===== config.mk =====
export PLATFORM = sky130hd
export DESIGN_NAME = memory_responder
export DESIGN_NICKNAME = d
export VERILOG_FILES = /design/src/rtl/mem_pkg.sv /design/src/rtl/memory_responder_array.sv /design/src/rtl/memory_responder.sv
export SDC_FILE = /design/constraint.sdc
export NUM_CORES = 2
export LEC_CHECK = 0
export CAP_MARGIN = 10
export CORE_MARGIN = 2
export CORE_UTILIZATION = 40
export CTS_CLUSTER_SIZE = 30
export DETAILED_ROUTE_END_ITERATION = 8
export PLACE_DENSITY = 0.56
export SLEW_MARGIN = 20
export SYNTH_ARGS = -nofsm -noshare
export SYNTH_HDL_FRONTEND = slang
export SYNTH_SLANG_ARGS = --single-unit

===== constraint.sdc =====
create_clock -name clk -period 15.46 [get_ports clk]
set_clock_uncertainty 0.05 [all_clocks]
set_input_delay 1.546 -clock clk [delete_from_list [all_inputs] [get_ports clk]]
set_output_delay 1.546 -clock clk [all_outputs]
set_load 0.02 [all_outputs]

===== src/rtl/mem_pkg.sv =====
// rtl/mem_pkg.sv - shared types and defaults for the memory responder
package mem_pkg;

  typedef enum logic [1:0] {
    IDLE = 2'd0,
    WAIT = 2'd1,
    DONE = 2'd2
  } state_t;

  localparam int DEF_DATA_W  = 16;
  localparam int DEF_ADDR_W  = 8;
  localparam int DEF_LATENCY = 2;
  localparam int CNT_W       = 4;

endpackage


===== src/rtl/memory_responder_array.sv =====
// rtl/memory_responder_array.sv - word storage with one sync write and one sync read port
module memory_responder_array #(
  parameter int DATA_W = 16,
  parameter int ADDR_W = 8
) (
  input  logic              clk,
  input  logic              we,
  input  logic [ADDR_W-1:0] waddr,
  input  logic [DATA_W-1:0] wdata,
  input  logic              re,
  input  logic [ADDR_W-1:0] raddr,
  output logic [DATA_W-1:0] rdata
);

  localparam int DEPTH = 1 << ADDR_W;

  logic [DATA_W-1:0] mem [DEPTH];

  // Contents survive reset; only the owner's enables move data.
  always_ff @(posedge clk) begin
    if (we) mem[waddr] <= wdata;
    if (re) rdata <= mem[raddr];
  end

endmodule


===== src/rtl/memory_responder.sv =====
// rtl/memory_responder.sv - fixed-latency single-request memory responder
module memory_responder
  import mem_pkg::*;
#(
  parameter int DATA_W  = DEF_DATA_W,
  parameter int ADDR_W  = DEF_ADDR_W,
  parameter int LATENCY = DEF_LATENCY
) (
  input  logic              clk,
  input  logic              rst_n,
  input  logic              MemRead,
  input  logic              MemWrite,
  input  logic [ADDR_W-1:0] addr,
  input  logic [DATA_W-1:0] wdata,
  output logic [DATA_W-1:0] rdata,
  output logic              mem_ready,
  output logic              mem_busy,
  output logic              err
);

  localparam logic [CNT_W-1:0] LOAD = CNT_W'(LATENCY - 1);

  state_t            state, state_nxt;
  logic [CNT_W-1:0]  cnt, cnt_nxt;
  logic              accept, illegal;
  logic              op_rd;
  logic [ADDR_W-1:0] addr_q;
  logic [DATA_W-1:0] wdata_q;
  logic              rd_valid;
  logic              enter_done;
  logic              acc_rd;
  logic [ADDR_W-1:0] acc_addr;
  logic [DATA_W-1:0] acc_wdata;
  logic [DATA_W-1:0] arr_rdata;

  always_comb begin
    state_nxt = state;
    cnt_nxt   = cnt;
    accept    = 1'b0;
    illegal   = 1'b0;
    case (state)
      IDLE: begin
        if (MemRead ^ MemWrite) begin
          accept    = 1'b1;
          cnt_nxt   = LOAD;
          state_nxt = (LOAD == '0) ? DONE : WAIT;
        end else if (MemRead && MemWrite) begin
          illegal = 1'b1;
        end
      end
      WAIT: begin
        // Leave on the edge that brings the count down to zero.
        cnt_nxt = (cnt == '0) ? '0 : cnt - 1'b1;
        if (cnt <= CNT_W'(1)) state_nxt = DONE;
      end
      DONE:    state_nxt = IDLE;
      default: state_nxt = IDLE;
    endcase
  end

  // With LATENCY=1 the accepting edge is also the access edge, so bypass the latches.
  assign enter_done = (state_nxt == DONE) && (state != DONE) && rst_n;
  assign acc_rd     = (state == IDLE) ? MemRead : op_rd;
  assign acc_addr   = (state == IDLE) ? addr    : addr_q;
  assign acc_wdata  = (state == IDLE) ? wdata   : wdata_q;

  always_ff @(posedge clk or negedge rst_n) begin
    if (!rst_n) begin
      state    <= IDLE;
      cnt      <= '0;
      err      <= 1'b0;
      rd_valid <= 1'b0;
      op_rd    <= 1'b0;
      addr_q   <= '0;
      wdata_q  <= '0;
    end else begin
      state <= state_nxt;
      cnt   <= cnt_nxt;
      err   <= illegal;
      if (accept) begin
        op_rd   <= MemRead;
        addr_q  <= addr;
        wdata_q <= wdata;
      end
      if (enter_done && acc_rd) rd_valid <= 1'b1;
    end
  end

  memory_responder_array #(
    .DATA_W(DATA_W),
    .ADDR_W(ADDR_W)
  ) u_array (
    .clk  (clk),
    .we   (enter_done && !acc_rd),
    .waddr(acc_addr),
    .wdata(acc_wdata),
    .re   (enter_done && acc_rd),
    .raddr(acc_addr),
    .rdata(arr_rdata)
  );

  // Array output only moves on reads, so it already holds between reads.
  assign rdata     = rd_valid ? arr_rdata : '0;
  assign mem_ready = (state == DONE);
  assign mem_busy  = (state != IDLE);

endmodule


-- Word-level counts from Yosys, hierarchy flattened
Memories as Yosys holds them, arrays and structs flattened. A register that Yosys moved wholly into a read port is not among the register bits.
Index checks and enable logic that the tools add are counted.
- bits in writable memories: 4096
- register bits: 33
- bits of input ports: 28
- memories kept: 1
- output and inout port bits: 19
- add/sub/neg operators: 1
- $lt $le $gt $ge: 1
- equal/unequal tests: 5
- bitwise gates (word level): 1
- muxes and demuxes: 17
- reduce and logical (&&, ||, !) cells: 11
- memories (name ; words ; bits a word ; read ports ; clocked after Yosys merged registers in ; wr ports ; RTL line ; text):
    u_array.mem ; 256 ; 16 ; 1 ; 1 ; 1 ; memory_responder_array.sv:17 ; logic [DATA_W-1:0] mem [DEPTH];
- operators with widths (operator ; count):
    2-to-1 mux 16 bit ; 2
    2-to-1 mux 1 bit ; 8
    2-to-1 mux 4 bit ; 2
    2-to-1 mux 8 bit ; 1
    case mux 4 bit (2 select lines) ; 1
    logical AND 1 bit ; 5
    == test 2 bit, second input constant ; 2
    <= comparator 4 x 1 -> 1 bit, second input constant ; 1
    zero test 4 bit ; 1
    2-to-1 mux 2 bit ; 2
    != test 2 bit, second input constant ; 2
    case mux 2 bit (2 select lines) ; 1
    nonzero test 2 bit ; 2
    subtractor 4 x 1 -> 4 bit, second input constant ; 1
    == test 2 x 1 -> 1 bit, second input constant ; 1
    zero test 2 bit ; 1
    AND reduction 2 bit ; 1
    zero test 1 bit ; 1
    XOR 1 bit ; 1

-- Longest topological paths before layout
- depth in word-level cells: 9
- gate-level depth with buffers: 11

-- Hierarchy
A second synthesis with hierarchy kept.
- cells, all modules: 7490
- area, all modules: 160641.6 um^2
- by module, submodules not included (module ; instances ; seq. area each (um^2) ; area an instance (um^2) ; cells an instance):
    memory_responder_array ; 1 ; 123478.4 ; 158874.9 ; 7360
    memory_responder ; 1 ; 825.8 ; 1766.7 ; 130

-- Least setup slack after synthesis
OpenSTA, ideal clock, no wires.
- path type: register to register
- from: reg state[0]
- to: mem u_array.mem[0][10], data pin
- arrival: 4.856 ns
- library setup time: 0.823 ns
- cell stages (with the launch flop): 9
- required time: 14.587 ns
- path slack: 9.731 ns
- path through: dfrtp_1 > nor2_4 > buf_6 > buf_6 > clkbuf_1 > clkbuf_1 > clkbuf_1 > nand2_1 > nand2_1
- cells in the longest elaborated chain, start to end: 2
- ends and longest elaborated chain (element ; RTL line ; text):
    start: declaration ; memory_responder.sv:23 ; state_t state, state_nxt;
    start signal: assignment ; memory_responder.sv:77 ; state <= state_nxt;
    zero test 2 bit ; memory_responder.sv:65 ; assign acc_wdata = (state == IDLE) ? wdata : wdata_q;
    2-to-1 mux 16 bit ; memory_responder.sv:65 ;
    net acc_wdata[10] ; memory_responder.sv:33 ; logic [DATA_W-1:0] acc_wdata;
    end: declaration ; memory_responder_array.sv:17 ;
The timed path passes the listed nets, and every way through them passes these cells.

-- Worst setup path in the final report
- from: reg state[0]
- to: reg u_array.rdata[14] (read register of u_array.mem), data pin
- cells in the longest elaborated chain, start to end: 6
- elaborated cells on any way between the ends: 12
- ends and longest elaborated chain (element ; RTL line ; text):
    == test 2 x 1 -> 1 bit, or another cell as far along ; memory_responder.sv:41 ; case (state)
    case mux 2 bit (2 select lines) ; memory_responder.sv:41 ;
    == test 2 bit ; memory_responder.sv:62 ; assign enter_done = (state_nxt == DONE) && (state != DONE) && rst_n;
    logical AND 1 bit (2 in a row) ; memory_responder.sv:62 ;
    logical AND 1 bit ; memory_responder.sv:97 ; .re (enter_done && acc_rd),
    end: declaration ; memory_responder_array.sv:12 ; output logic [DATA_W-1:0] rdata
Parallel ways exist; a longest one is shown, timed or not.
A chain may end at the register's enable or synchronous reset.

==> flow_summary.json <==
{
  "post-route-period-util": 0.4687,
  "clockBufferDepth": 4,
  "r2r_setup_slack_ns": 8.21,
  "clk_pin_slew_ns": 0.06,
  "drv_cap": 0,
  "die_h_um": 621.9,
  "drtIter0Drc": 11750,
  "crit_path_cell_trace": "nor2_4 > buf_4 > inv_2 > o21ai_4 > buf_4 > buf_4 > buf_4 > buf_4 > a22oi_1 > a21oi_1 > o41ai_1 > buf_4 > a41oi_1 > or4_1",
  "syn_area_um2": 152700,
  "drt_wl_total_um": 459600,
  "die_w_um": 621.9,
  "slowest_stage": "a41oi_1",
  "first_global_vias": 84260,
  "power.density_nw_per_um2": 177.8,
  "fin_ws_ns": 8.214,
  "final_cells": 14380,
  "dpl.cell_count": 13580,
  "setup_viol": 0,
  "synth.distinct_cells": 42,
  "clk_latency_ns": 0.96,
  "grt_antenna_before_repair": 25,
  "fmax_ghz": 0.1380,
  "end_kind": "register",
  "hold_viol": 0,
  "slew_violations": 0,
  "worstMarginPinSlew_ns": 1.328,
  "synth-async-reset-ratio": 0.007961,
  "vias_per_cell": 6.115,
  "grt_first_pass_wirelength_um": 646800,
  "core_um2": 379500,
  "clockRootBuffer": "clkbuf_16",
  "cts-htree-levels": 5,
  "critPathLaunchType": "register",
  "clock-sinks": 4145,
  "syn2layout_area_growth_pct": 14.43,
  "drive_above_1_share": 0.1279,
  "r2r-start": "state[0]$_DFF_PN0_",
  "crit_required_ns": 16.23,
  "hpwl_um": 256200,
  "crit_arrival_ns": 8.02,
  "synth_seq_cells": 4145,
  "reg2reg_to": "u_array.rdata[14]$_DFFE_PP_",
  "slew_headroom": 0.1028,
  "cts_tree": "done",
  "syn_area_per_cell_um2": 17.52,
  "num_vias": 87910,
  "final_area_um2": 174700,
  "reg2reg_depth": 14,
  "gr-total-overflow": 0,
  "rows": 226,
  "portBuffers": 46,
  "nets": 9013,
  "yosys-top-cells-count": "edfxtp_1 (4112), a22oi_1 (2048), a21oi_1 (1025)",
  "dieArea_um2": 386700,
  "initial_utilization": 0.4024,
  "first_pass_iters": 6,
  "grt_max_degree": 201,
  "dpl-instance-area_um2": 161200,
  "holdWs_ns": 0.4254,
  "p_total_mw": 31.07,
  "crit_start": "state[0]$_DFF_PN0_",
  "yosysMostFrequentCell": "edfxtp_1",
  "track_usage": 0.2297,
  "yosysSeqAreaShare": 0.8140,
  "rsz0062_at_grt": "no",
  "ios": 47,
  "max-vdd-ir-drop_uv": 147.5,
  "synth_cells": 8715,
  "dp_slack_ns": 7.898,
  "drc": 0,
  "hold_path_class": "register to register",
  "routedWlPerCell_um": 31.97,
  "synth_area_leaders": "edfxtp_1 (81%), a22oi_1 (10%), a21oi_1 (3.4%)",
  "cts_setup_buffers": 0,
  "crit_path_frequent_cell": "buf_4",
  "cts_buffers": 416,
  "synthesis.nets": 8744,
  "final_core_util": 0.4605,
  "path_max_fanout": 67,
  "synth_warnings": 0,
  "antenna_left": 0,
  "tns_ns": 0,
  "critPathKind": "register to register",
  "place_congestion": 0.8306,
  "finalCriticalPeriod_ns": 7.246,
  "status": "finished clean",
  "ys.flop_type": "edfxtp_1",
  "cts_resized": 0,
  "slowest_delay_ns": 1.06,
  "crit_end": "u_array.rdata[14]$_DFFE_PP_",
  "p_leak_nw": 52.68,
  "synth_top_cell_area_share": 0.8086,
  "cts_hold_buf": 0,
  "yosysTopAreaCell": "edfxtp_1",
  "synth_edf_count": 4112
}
## area by class of cell
cell class	instances	area [µm²]
diodes	22	55.05
clock inverters	271	2455
multi-input cells	3910	26530
inverters	5	18.77
fillers	32000	204700
flip-flops and latches	4145	124300
well taps	5016	6276
repair buffers	506	4204
clock buffers	501	10900
## routing by layer
layer / global-route usage / vias to the layer above / part of all wire / wire length (µm)
met5: 0.002469 / - / 0.00059 / 273
met4: 0.07419 / 18 / 0.034 / 15430
met3: 0.04276 / 675 / 0.084 / 38430
met2: 0.3675 / 4204 / 0.48 / 218900
met1: 0.3177 / 46030 / 0.41 / 186500
li1: - / 36980 / - / -
## where the power goes
part	switching (mW)	total (mW)	internal, mW
registers	0.0498	13.9	13.8
clock network	4.23	9.92	5.68
logic	5.68	7.28	1.60
## layout by cell type, fill, tap and decap left out, drive strengths merged, types with 5 or more instances in the layout
cell,Yosys,final
clkinv,0,201
nand2,142,142
bufinv,0,40
a41oi,64,64
a21oi,1025,1025
clkbuf,381,501
edfxtp,4112,4112
clkinvlp,0,17
dfrtp,33,33
nand3,8,8
o31ai,5,5
nand3b,5,5
or4,17,17
buf,274,461
a22oi,2048,2048
diode,0,22
and2,18,18
or3,9,9
o21a,6,6
clkdlybuf4s50,0,45
o41ai,256,256
nand2b,9,9
nor2,262,262
o21ai,13,13
inv,5,18
## sequential cells by signal, indices dropped and copies added (netlist names)
| name | cells |
|---|---|
| rd_valid | 1 |
| cnt | 4 |
| addr_q | 8 |
| u_array.rdata | 16 |
| op_rd | 1 |
| wdata_q | 16 |
| state | 2 |
| err | 1 |
| u_array.mem | 4096 |
## how the worst min path moves through the flow
stage	from	to	slack (ns)	cells after the start
2_1_floorplan	wdata_q[0]$_DFFE_PN0P_	wdata_q[0]$_DFFE_PN0P_	0.40	2
3_3_place_gp	wdata_q[4]$_DFFE_PN0P_	wdata_q[4]$_DFFE_PN0P_	0.41	2
3_5_place_dp	wdata_q[8]$_DFFE_PN0P_	wdata_q[8]$_DFFE_PN0P_	0.41	2
4_1_cts	wdata_q[8]$_DFFE_PN0P_	wdata_q[8]$_DFFE_PN0P_	0.43	2
5_1_grt	wdata_q[5]$_DFFE_PN0P_	wdata_q[5]$_DFFE_PN0P_	0.45	2
6_report	wdata_q[7]$_DFFE_PN0P_	wdata_q[7]$_DFFE_PN0P_	0.43	2
## logic make-up after synthesis
| kind of cell | share of synthesized area |
|---|---|
| buf+inv | 0.01821 |
| simple gates | 0.01339 |
| compound gates | 0.1543 |
| fa+ha+maj | 0.00008192 |
| flops | 0.8140 |
## critical path: cells and delay by family, from the launching register on
family,cells,cell delay (ns)
and+or+nand+nor,2,0.36
AOI/OAI and AO/OA,5,1.89
DFF,1,0.46
buffers and inverters,7,4.11
Power figures use the tool's default switching activity.
